`src/rtl/serial_frame_deserializer.sv`:
```
// Framed serial receiver: start bit, WIDTH data bits, optional parity, stop bit.
// Each good word is held on dout under a valid/ready handshake until it is consumed.
`timescale 1ns/1ps

module serial_frame_deserializer #(
   parameter int WIDTH      = 8,
   parameter int PARITY_EN  = 1,
   parameter int ODD_PARITY = 0,
   parameter int LSB_FIRST  = 1
) (
   input  logic             clk,
   input  logic             rst,
   input  logic             din,
   output logic [WIDTH-1:0] dout,
   output logic             dout_valid,
   input  logic             dout_ready,
   output logic             parity_err,
   output logic             frame_err,
   output logic             overrun,
   output logic             busy
);

   localparam int CW = $clog2(WIDTH + 1);

   localparam logic [2:0] IDLE      = 3'd0;
   localparam logic [2:0] DATA      = 3'd1;
   localparam logic [2:0] PARITY    = 3'd2;
   localparam logic [2:0] STOP      = 3'd3;
   localparam logic [2:0] WAIT_HIGH = 3'd4;

   localparam logic PEN = (PARITY_EN != 0);
   localparam logic ODD = (ODD_PARITY != 0);

   logic [2:0]       state;
   logic [WIDTH-1:0] shreg;
   logic [WIDTH-1:0] shnext;
   logic [CW-1:0]    bitcnt;
   logic             pend_perr;
   logic             last_bit;
   logic             take;
   logic             can_load;

   assign last_bit = (bitcnt == CW'(WIDTH - 1));
   assign take     = dout_valid & dout_ready;
   // The output slot counts as free if the held word is leaving on this same edge.
   assign can_load = ~dout_valid | dout_ready;
   assign busy     = (state != IDLE);

   generate
      if (LSB_FIRST != 0) begin : g_lsb
         assign shnext = {din, shreg[WIDTH-1:1]};
      end else begin : g_msb
         assign shnext = {shreg[WIDTH-2:0], din};
      end
   endgenerate

   always_ff @(posedge clk) begin
      if (!rst) begin
         state      <= IDLE;
         shreg      <= '0;
         bitcnt     <= '0;
         pend_perr  <= 1'b0;
         dout       <= '0;
         dout_valid <= 1'b0;
         parity_err <= 1'b0;
         frame_err  <= 1'b0;
         overrun    <= 1'b0;
      end else begin
         frame_err <= 1'b0;
         overrun   <= 1'b0;
         if (take) begin
            dout_valid <= 1'b0;
         end
         case (state)
            IDLE: begin
               if (!din) begin
                  state     <= DATA;
                  bitcnt    <= '0;
                  pend_perr <= 1'b0;
               end
            end
            DATA: begin
               shreg  <= shnext;
               bitcnt <= bitcnt + CW'(1);
               if (last_bit) begin
                  state <= PEN ? PARITY : STOP;
               end
            end
            PARITY: begin
               pend_perr <= (^shreg) ^ din ^ ODD;
               state     <= STOP;
            end
            STOP: begin
               if (din) begin
                  if (can_load) begin
                     dout       <= shreg;
                     parity_err <= PEN & pend_perr;
                     dout_valid <= 1'b1;
                  end else begin
                     overrun <= 1'b1;
                  end
                  state <= IDLE;
               end else begin
                  frame_err <= 1'b1;
                  state     <= WAIT_HIGH;
               end
            end
            // A held-low line (break) must return high before a new start bit counts.
            WAIT_HIGH: begin
               if (din) begin
                  state <= IDLE;
               end
            end
            default: state <= IDLE;
         endcase
      end
   end

endmodule

```
`config.mk`:
```
export PLATFORM = sky130hd
export DESIGN_NAME = serial_frame_deserializer
export DESIGN_NICKNAME = d
export VERILOG_FILES = /design/src/rtl/serial_frame_deserializer.sv
export SDC_FILE = /design/constraint.sdc
export NUM_CORES = 1
export LEC_CHECK = 0
export CAP_MARGIN = 10
export CORE_UTILIZATION = 50
export CTS_BUF_LIST = sky130_fd_sc_hd__clkbuf_8
export CTS_CLUSTER_DIAMETER = 120
export DETAILED_ROUTE_END_ITERATION = 16
export GPL_TIMING_DRIVEN = 0
export PLACE_DENSITY = 0.84
export SYNTH_ARGS = -nofsm -noshare
export SYNTH_HDL_FRONTEND = slang
export SYNTH_SLANG_ARGS = --single-unit
```
`constraint.sdc`:
```
create_clock -name clk -period 1.2 [get_ports clk]
set_input_delay 0.3 -clock clk [delete_from_list [all_inputs] [get_ports clk]]
set_output_delay 0.3 -clock clk [all_outputs]
set_load 0.01 [all_outputs]
```
* Yosys cells after proc, flatten, opt, wreduce, memory -nomap -nowiden
Index checks and enable logic that the tools add are counted.
Word-level totals: register bits 28, bits of input ports 4, output and inout port bits 13, word-level logic and storage cells 48
Operators by class: add/subtract/negate cells 1, equality and inequality tests 8, multiplexer cells 15, bitwise gates (word level) 4, reduce and logical (&&, ||, !) cells 11
Operator list (count):
- 3-bit case mux with 5 select lines | 1
- 3-bit 2-to-1 mux | 4
- 3-bit AND reduction | 3
- 4-bit case mux with 2 select lines | 1
- 8-bit parity | 1
- 1-bit 2-to-1 mux | 7
- 3-bit by 2-bit == test with 1-bit output, second input constant | 2
- 2-bit inequality test, second input constant | 3
- 2-bit AND reduction | 3
- 4-bit by 1-bit adder with 4-bit output, second input constant | 1
- 4-bit by 3-bit == test with 1-bit output, second input constant | 1
- 4-bit 2-to-1 mux | 1
- 2-bit nonzero test | 2
- 3-bit by 1-bit == test with 1-bit output, second input constant | 1
- 3-bit == test, second input constant | 1
- 3-bit zero test | 1
- 3-bit nonzero test | 1
- 1-bit case mux with 2 select lines | 1
- 1-bit AND | 1
- 1-bit NOT | 1
- 1-bit OR | 1
- 1-bit XOR | 1

* Longest topological paths before layout
Gate-level depths: netlist of the first run.
depth in word-level cells 5, gate-level depth with buffers 6, gate-level depth less buffers 4

* Worst setup path before layout of the first run
No wires, ideal clock.
path kind register -> register, from register shreg[7], to register pend_perr, setup time 119 ps, data arrival time 1118 ps, data required time 1081 ps, path slack -37 ps, stages on the path, launching flop included 5, buffers on the path 0, clock period less this slack 1237 ps, cells stage by stage dfxtp_1 -> xor2_1 -> xnor3_1 -> xnor2_1 -> a21oi_1
On the way: word-level cells in the longest chain between the ends 3
RTL lines:
- from (decl) | RTL line 35 | logic [WIDTH-1:0] shreg;
- from (signal assigned) | RTL line 83 | shreg <= shnext;
- 8-bit parity | RTL line 90 | pend_perr <= (^shreg) ^ din ^ ODD;
- 1-bit XOR | RTL line 90
- 1-bit case mux with 2 select lines | RTL line 74 | case (state)
- to (signal assigned) | RTL line 90
- to (decl) | RTL line 38 | logic pend_perr;
Every way passes these cells. A chain may end at the register's enable or synchronous reset.

* Worst setup path in the final report of the first run
from register state[0], to output port busy
On the way: word-level cells in the longest chain between the ends 1
RTL lines:
- from (decl) | RTL line 34 | logic [2:0] state;
- from (signal assigned) | RTL line 86 | state <= PEN ? PARITY : STOP;
- 3-bit nonzero test | RTL line 47 | assign busy = (state != IDLE);
- to (decl) | RTL line 20 | output logic busy
Every way passes these cells.

==> results.txt, run 1 <==
----------------------------------------------------
[Clock tree]
  Clock slew seen by the registers of the worst setup and hold paths ... 0.10 ns
  Clock buffers created by TritonCTS ... 3
  TritonCTS clock tree ... done
  Buffer cell driving the clock tree root ... sky130_fd_sc_hd__clkbuf_8
  Maximum clock insertion buffer count ... 2
  Sink count of the clock tree ... 28
  Clock latency on the worst-skew pair ... 0.29 ns
  Hold buffers post-CTS ... 0
  Number of levels the H-tree was split into ... 1

[Finish]
  Post-layout net count ... 164
  Number of filler cells placed in the layout ... 175
  Proportion of layout cells with a drive suffix above 1 ... 24.1%
  Area growth from synthesis to layout ... 31.8%
  Antenna diodes ... 0
  Post-route insts no fill ... 186

[Place]
  Input/output buffers ... 16
  Gp weighted congestion ... 0.790
  DP Wirelength ... 1.51 mm
  Number of placed instances, taps included ... 172

[Global route]
  First-pass GRT wire length ... 4.24 mm
  Tot GR Track Use ... 21.5%
  Vias in the first global route ... 900
  Pin count of the biggest net entering global routing ... 17
  GRT Residual Overflow ... 0
  Number of antenna violations at the first check in global routing ... 0

[Timing]
  Highest attainable clock frequency ... 0.672 GHz
  Pins Over Slew Limit ... 0
  Clock Skew ... 0.00356 ns
  Worst Max-Slew Pin Slew ... 0.366 ns
  Final Hold Vio Count ... 0
  Crit path setup slack, layout ... -0.287 ns
  Fraction of the cycle the final worst path needs ... 124%
  Setup repair after global routing missed its margin ... true
  Sum Neg Setup Slack ... -2.73 ns
  Number of failing setup endpoints in the final timing report ... 23
  Max-slew headroom at the worst pin ... 75.5%
  Shortest period the worst path allows ... 1.49 ns

[Synth]
  Post-synthesis average cell area ... 9.81 um^2
  Yosys reg bits ... 28
  Number of warning messages in the yosys log ... 0
  Portion of the post-synthesis area used by sequential elements ... 44.6%
  Cells after Synth ... 128
  Cell variety after synth ... 34
  Number of enable flip-flop cells after synthesis ... 0
  Syn_nets ... 133
  Cell area after synthesis ... 1260 um^2
  Proportion of register bits with asynchronous set or reset after synthesis ... 0%
  Main synth FF type ... sky130_fd_sc_hd__dfxtp_1

[Pwr]
  Proportion of power drawn by the clock network ... 35.4%
  Reported net switching power ... 547 uW
  Cell internal pwr ... 1.62 mW
  Leakage component of the power ... 0.674 nW
  Power per cell area ... 1310 nW/um^2
  Switching part of the total ... 25.2%
  Total power of the final layout ... 2.17 mW
  Seq pwr share ... 45.4%
  Worst supply voltage drop on vdd ... 1130 uV
  Part of the total power dissipated in combinational logic ... 19.3%

[Floorplan]
  Vertical die dimension ... 52.1 um
  Area inside the core boundary ... 2300 um^2
  IO Count ... 17
  Horizontal die dimension ... 52.1 um
  Die area ... 2720 um^2
  Number of cell rows ... 17
  Effective utilization at floorplan ... 54.7%

[Drt]
  Number of DRC markers in iteration 0 ... 14
  Count of antenna-violating nets left after detailed routing ... 0
  Detailed-router iteration count before antenna repair ... 4
  Average vias per placed instance ... 5.30
  Average wire per standard cell ... 14.8 um
  Drc violations ... 0
  Via count ... 986
  Final Routed Wirelength ... 2.75 mm

[Setup path]
  Critical path start-end classification ... flip-flop to output port
  Startpoint types ... flip-flop
  CP Buf/Inv Count ... 2
  Maximum cell stage delay along the critical path ... 0.34 ns
  Critical path fanouts, max ... 2
  Arrival time of the worst setup path ... 1.19 ns
  Cells along the critical path ... buf_6, or3_1, buf_2
  Library cell contributing the largest single delay on the critical path ... sky130_fd_sc_hd__dfxtp_2
  Top cell family by delay on the critical path ... flip-flops
  Worst path required time ... 0.90 ns
  Crit path capture type ... output port

[Status]
  Outcome ... finished, violations left
  Violations in the final reports ... setup timing

[Worst hold path]
  Worst min-delay path category ... flip-flop to flip-flop

[Job]
  MaxCap Viol Count ... 0

----------------------------------------------------
placed cells by master, fill, tap and decap left out, types with 3 or more instances in the layout:
| master | instances |
|---|---|
| sky130_fd_sc_hd__a21boi_1 | 8 |
| sky130_fd_sc_hd__nor2_1 | 4 |
| sky130_fd_sc_hd__clkbuf_8 | 3 |
| sky130_fd_sc_hd__clkdlybuf4s15_1 | 7 |
| sky130_fd_sc_hd__nand2_1 | 22 |
| sky130_fd_sc_hd__dfxtp_2 | 3 |
| sky130_fd_sc_hd__dfxtp_1 | 23 |
| sky130_fd_sc_hd__buf_4 | 6 |
| sky130_fd_sc_hd__buf_6 | 7 |
| sky130_fd_sc_hd__xor2_1 | 3 |
| sky130_fd_sc_hd__dlygate4sd2_1 | 5 |
| sky130_fd_sc_hd__a21boi_0 | 3 |
| sky130_fd_sc_hd__nor2b_1 | 10 |
| sky130_fd_sc_hd__xnor2_1 | 3 |
| sky130_fd_sc_hd__mux2i_1 | 9 |
| sky130_fd_sc_hd__nor2_4 | 3 |
per-layer routing:
layer / part of all wire [%] / global-route usage, % / vias up / routed length (um)
li1: - / - / 490 / -
met3: 3.8 / 2.92 / 5 / 105
met2: 48 / 35.3 / 20 / 1330
met5: 0 / 0 / - / 0
met1: 46 / 29.0 / 471 / 1260
met4: 1.9 / 6.76 / 0 / 52
power groups by stage:
| stage | Clock [mW] | Sequential, mW | Combinational (mW) |
|---|---|---|---|
| after global placement | 0 | 1.00 | 0.298 |
| final | 0.767 | 0.983 | 0.418 |
| after detailed placement | 0 | 1.00 | 0.304 |
| after CTS | 0.753 | 0.983 | 0.363 |
| after global routing | 0.805 | 0.988 | 0.452 |
| after floorplan | 0 | 0.998 | 0.227 |
stage by stage:
stage          cell area, um^2  utilization (%)  worst slack (ns)  hold WS [ns]
5_1_grt                   1660             72.1            -0.309         0.509
4_1_cts                   1590             69.4            -0.263         0.502
6_report                  1660             72.1            -0.287         0.500
3_3_place_gp              1450             63.2            -0.666         0.471
3_5_place_dp              1450             63.2            -0.645         0.490
2_1_floorplan             1260                -           -0.0261         0.445
tightest hold or removal path, cell delays in order, from the launching register on:
cell and delay [ns]:
sky130_fd_sc_hd__dfxtp_1 0.34, sky130_fd_sc_hd__nand2_1 0.06, sky130_fd_sc_hd__a21boi_1 0.06
kinds of logic (layout without fill, tap and decap cells):
| group | count (synthesis) | count (layout) | synth area share, % |
|---|---|---|---|
| AOI/OAI and AO/OA | 23 | 23 | 13.0 |
| xor gates and xnor gates | 8 | 8 | 6.67 |
| adders and majority gates | 1 | 1 | 0.996 |
| buffers and inverters | 7 | 36 | 3.68 |
| DFF | 28 | 28 | 44.6 |
| muxes | 9 | 9 | 7.17 |
| and+or+nand+nor | 52 | 53 | 23.8 |
registers in the layout (all words and copies together), names as in the netlist:
| register | flops |
|---|---|
| state | 3 |
| overrun | 1 |
| parity_err | 1 |
| frame_err | 1 |
| bitcnt | 4 |
| shreg | 8 |
| dout_valid | 1 |
| pend_perr | 1 |
| dout | 8 |
cell type report:
class	instances	area, um^2	share of cell area, %
Inverter	1	3.75	0.227
Clock buffer	3	41.3	2.49
Clock inverter	1	30.0	1.81
Sequential cell	28	572	34.5
Multi-Input combinational cell	94	699	42.3
Tap cell	28	35.0	2.12
Timing Repair Buffer	26	229	13.8
Buffer	5	45.0	2.72
repair_timing:
item                                    in CTS  in global routing
cloned                                       2                  0
setup buffers                                7                  3
pin swaps                                    7                  1
gates resized for setup                     32                 28
endpoints found under the setup margin      40                 35
Yosys cell counts, types with 2 or more instances:
library cell | count | area, um^2
sky130_fd_sc_hd__mux2i_1 | 9 | 90.1
sky130_fd_sc_hd__a21boi_0 | 5 | 37.5
sky130_fd_sc_hd__clkbuf_1 | 2 | 7.51
sky130_fd_sc_hd__a21oi_1 | 2 | 10.0
sky130_fd_sc_hd__a21boi_1 | 6 | 45.0
sky130_fd_sc_hd__o211a_1 | 2 | 20.0
sky130_fd_sc_hd__xor2_1 | 3 | 26.3
sky130_fd_sc_hd__nand3_1 | 2 | 10.0
sky130_fd_sc_hd__nand3b_1 | 2 | 15.0
sky130_fd_sc_hd__o21ai_1 | 2 | 10.0
sky130_fd_sc_hd__nand2_1 | 22 | 82.6
sky130_fd_sc_hd__dfxtp_1 | 28 | 561
sky130_fd_sc_hd__nor2b_1 | 11 | 68.8
sky130_fd_sc_hd__xnor2_1 | 4 | 35.0
sky130_fd_sc_hd__buf_6 | 2 | 22.5
sky130_fd_sc_hd__o21ai_0 | 3 | 15.0
sky130_fd_sc_hd__nor2_1 | 6 | 22.5
path summary, 6_finish.rpt:
kind,startpoint,endpoint,slack (ns),depth (start not counted)
worst max-delay path,state[0],busy,-0.29,3
worst min-delay path,shreg[0],shreg[0],0.50,2
worst max register to register,state[1],bitcnt[2],-0.19,6
worst min register to register,shreg[0],shreg[0],0.50,2
(Power assumes the default switching activity.)
==> run 2, diff against run 1 <==
ABC_AREA = 1   (was default)
REMOVE_ABC_BUFFERS = 1   (was default)
==> results.txt, run 2 <==
----------------------------------------------------
[Drt]
  Average vias per placed instance ... 5.25
  Average wire per standard cell ... 11.8 um
  Via count ... 1171
  Number of DRC markers in iteration 0 ... 27
  Detailed-router iteration count before antenna repair ... 4
  Final Routed Wirelength ... 2.63 mm
  Drc violations ... 0
  Count of antenna-violating nets left after detailed routing ... 0

[Worst hold path]
  Worst min-delay path category ... flip-flop to flip-flop
  Hold path depth ... 2
  Hold Path Origin ... bitcnt[3]

[Synth]
  Synth area leaders ... sky130_fd_sc_hd__dfxtp_1, sky130_fd_sc_hd__nand2_1, sky130_fd_sc_hd__a21oi_1
  Cells after Synth ... 172
  Yosys reg bits ... 28
  Portion of the post-synthesis area used by sequential elements ... 44.8%
  Main synth FF type ... sky130_fd_sc_hd__dfxtp_1
  Share of the synthesized netlist area taken by xor and xnor gates ... 0%
  Post-synthesis average cell area ... 7.27 um^2
  Yosys top cell area share ... 44.8%
  Complex-gate fraction of the synthesized area ... 19.9%
  Number of enable flip-flop cells after synthesis ... 0
  Share of synthesized cell area in and, or, nand and nor gates ... 23.9%
  Number of warning messages in the yosys log ... 0
  Cell type with the highest aggregate area in the netlist ... sky130_fd_sc_hd__dfxtp_1
  Proportion of register bits with asynchronous set or reset after synthesis ... 0%
  Cell variety after synth ... 23
  Cell with the most instances after synthesis ... sky130_fd_sc_hd__nand2_1
  Area share of fa/ha/maj cells after synthesis ... 1.00%
  Most common library cells after synthesis ... sky130_fd_sc_hd__nand2_1, sky130_fd_sc_hd__dfxtp_1, sky130_fd_sc_hd__inv_1
  Share of synthesized area spent on multiplexers ... 0%
  Cell area after synthesis ... 1250 um^2
  Dominant combinational cell family by area after synthesis ... simple AND/OR/NAND/NOR gates

[Setup path]
  Critical register-to-register path startpoint ... state[0]
  CP Buf/Inv Count ... 2
  Worst path required time ... 0.90 ns
  Startpoint types ... flip-flop
  Top cell family by delay on the critical path ... flip-flops
  Library cell contributing the largest single delay on the critical path ... sky130_fd_sc_hd__dfxtp_2
  Arrival time of the worst setup path ... 1.02 ns
  Worst Reg-to-Reg Cells ... 7
  Cell depth of the worst setup path ... 4
  Critical path fanouts, max ... 3
  Cells along the critical path ... buf_4, nor2_4, nand2_2, clkbuf_2
  Crit path launch ... state[0]
  Crit path capture type ... output port
  Maximum cell stage delay along the critical path ... 0.33 ns
  Critical path start-end classification ... flip-flop to output port

[Floorplan]
  Horizontal die dimension ... 52.0 um
  Area inside the core boundary ... 2280 um^2
  Die area ... 2710 um^2
  Vertical die dimension ... 52.0 um
  IO Count ... 17
  Effective utilization at floorplan ... 55.0%
  Number of cell rows ... 17

[Timing]
  Shortest period the worst path allows ... 1.32 ns
  Max-slew headroom at the worst pin ... 75.5%
  Number of failing setup endpoints in the final timing report ... 11
  Clock Skew ... 0.00967 ns
  Highest attainable clock frequency ... 0.758 GHz
  Worst Max-Slew Pin Slew ... 0.367 ns
  Worst hold margin ... 0.480 ns
  Crit path setup slack, layout ... -0.118 ns
  Final Hold Vio Count ... 0
  Pins Over Slew Limit ... 0
  Setup repair after global routing missed its margin ... true
  Fraction of the cycle the final worst path needs ... 110%

[Global route]
  Number of antenna violations at the first check in global routing ... 0
  First-pass GRT wire length ... 4.51 mm
  Vias in the first global route ... 1073
  GRT Residual Overflow ... 0
  Pin count of the biggest net entering global routing ... 22
  Tot GR Track Use ... 22.0%

[Finish]
  Top library cells by usage in the layout, fill and taps aside ... sky130_fd_sc_hd__nand2_1, sky130_fd_sc_hd__dfxtp_1, sky130_fd_sc_hd__inv_1
  Number of filler cells placed in the layout ... 174
  Leading registers by flop count ... dout: 8 flops, shreg: 8 flops, bitcnt: 4 flops
  Post-layout net count ... 201
  Most common cell after layout, fill and taps aside ... sky130_fd_sc_hd__nand2_1
  Area growth from synthesis to layout ... 27.7%
  Final cell area excluding filler cells ... 1600 um^2
  Proportion of layout cells with a drive suffix above 1 ... 24.6%
  Antenna diodes ... 0

[Job]
  MaxCap Viol Count ... 0

[Clock tree]
  Sink count of the clock tree ... 28
  Clock latency on the worst-skew pair ... 0.27 ns
  Maximum clock insertion buffer count ... 2
  Clock slew seen by the registers of the worst setup and hold paths ... 0.09 ns
  Buffer cell driving the clock tree root ... sky130_fd_sc_hd__clkbuf_8
  Clock buffers created by TritonCTS ... 3
  Number of levels the H-tree was split into ... 1
  TritonCTS clock tree ... done

[Place]
  DP Wirelength ... 1.69 mm
  Input/output buffers ... 16
  Standard cell area after detailed placement ... 1410 um^2
  Gp weighted congestion ... 0.851

[Pwr]
  Worst supply voltage drop on vdd ... 941 uV
  Leakage component of the power ... 0.729 nW
  Power per cell area ... 1300 nW/um^2

[Status]
  Violations in the final reports ... setup timing
  Outcome ... finished, violations left

----------------------------------------------------
-- run 2: cell types whose count changed in the layout (fill, tap and decap cells not counted), moves of 4 or more --
cell                       previous run  this run
sky130_fd_sc_hd__inv_1                1        20
sky130_fd_sc_hd__o21ai_0              2        18
sky130_fd_sc_hd__a21oi_1              2        17
sky130_fd_sc_hd__nand2_1             22        36
sky130_fd_sc_hd__nor2b_1             10         0
sky130_fd_sc_hd__mux2i_1              9         0
sky130_fd_sc_hd__a21boi_1             8         0
sky130_fd_sc_hd__a21oi_2              0         7
sky130_fd_sc_hd__buf_6                7         1
sky130_fd_sc_hd__inv_2                0         6
sky130_fd_sc_hd__nand3_1              2         6
-- run 2: final cells by class --
type                       count  area [um^2]  share of cell area (%)
inverter                      26         97.6                    6.11
tap                           28         35.0                    2.19
timing repair buffer          23          201                    12.6
multi-input combinational    114          636                    39.8
sequential                    28          573                    35.9
clock buffer                   4         55.1                    3.45
-- run 2: layer usage --
metal | part of all wire [%] | up-vias | track usage (%)
met5 | 0 | - | 0
met4 | 0.91 | 0 | 8.11
met3 | 2.6 | 4 | 2.92
met2 | 47 | 18 | 35.0
met1 | 50 | 545 | 30.1
li1 | - | 604 | -
-- run 2: cell families after synthesis --
| group | Yosys count |
|---|---|
| and+or+nand+nor | 65 |
| AOI/OAI and AO/OA | 47 |
| adders and majority gates | 1 |
| DFF | 28 |
| buffers and inverters | 31 |
-- run 2: stage by stage --
| step | TNS (ns) | setup WS [ns] | utilization [%] | cells | total power [mW] |
|---|---|---|---|---|---|
| floorplan | -0.0140 | -0.0140 | - | 167 | 1.36 |
| detailed placement | -11.74 | -0.608 | 62.1 | 211 | 1.48 |
| global route | -1.58 | -0.170 | 70.2 | 223 | 2.21 |
| finish | -0.387 | -0.118 | 70.2 | 223 | 2.08 |
| CTS | -0.765 | -0.250 | 68.3 | 221 | 2.05 |
| global placement | -11.04 | -0.587 | 62.1 | 211 | 1.46 |
-- run 2: where the power goes --
part | switching (mW) | leakage [nW] | internal, mW
Sequential | 0.0665 | 0.231 | 0.996
Combinational | 0.292 | 0.470 | 0.167
Clock | 0.269 | 0.0288 | 0.293
-- run 2: tightest hold or removal path: stages (launching register included) --
cell and delay (ns):
sky130_fd_sc_hd__dfxtp_1 0.32, sky130_fd_sc_hd__nand2_1 0.06, sky130_fd_sc_hd__a21oi_1 0.06
-- run 2: timing repair --
action / CTS / global route
resized for setup: 35 / 26
endpoints found under the hold margin: 0 / 0
cloned: 1 / 0
pin swaps: 8 / 6
hold buffers: 0 / 0
endpoints found under the setup margin: 41 / 25
buffers inserted: 5 / 2
-- run 2: worst paths after layout --
check	end	slack (ns)
setup / recovery	busy	-0.12
hold / removal	bitcnt[3]	0.48
setup reg to reg	parity_err	-0.07
hold reg to reg	bitcnt[3]	0.48
==> run 3, diff against run 2 <==
SLEW_MARGIN = 30   (was default)
==> results of run 3 <==
No change in the layout: final DEF, timing and power equal those of run 2.
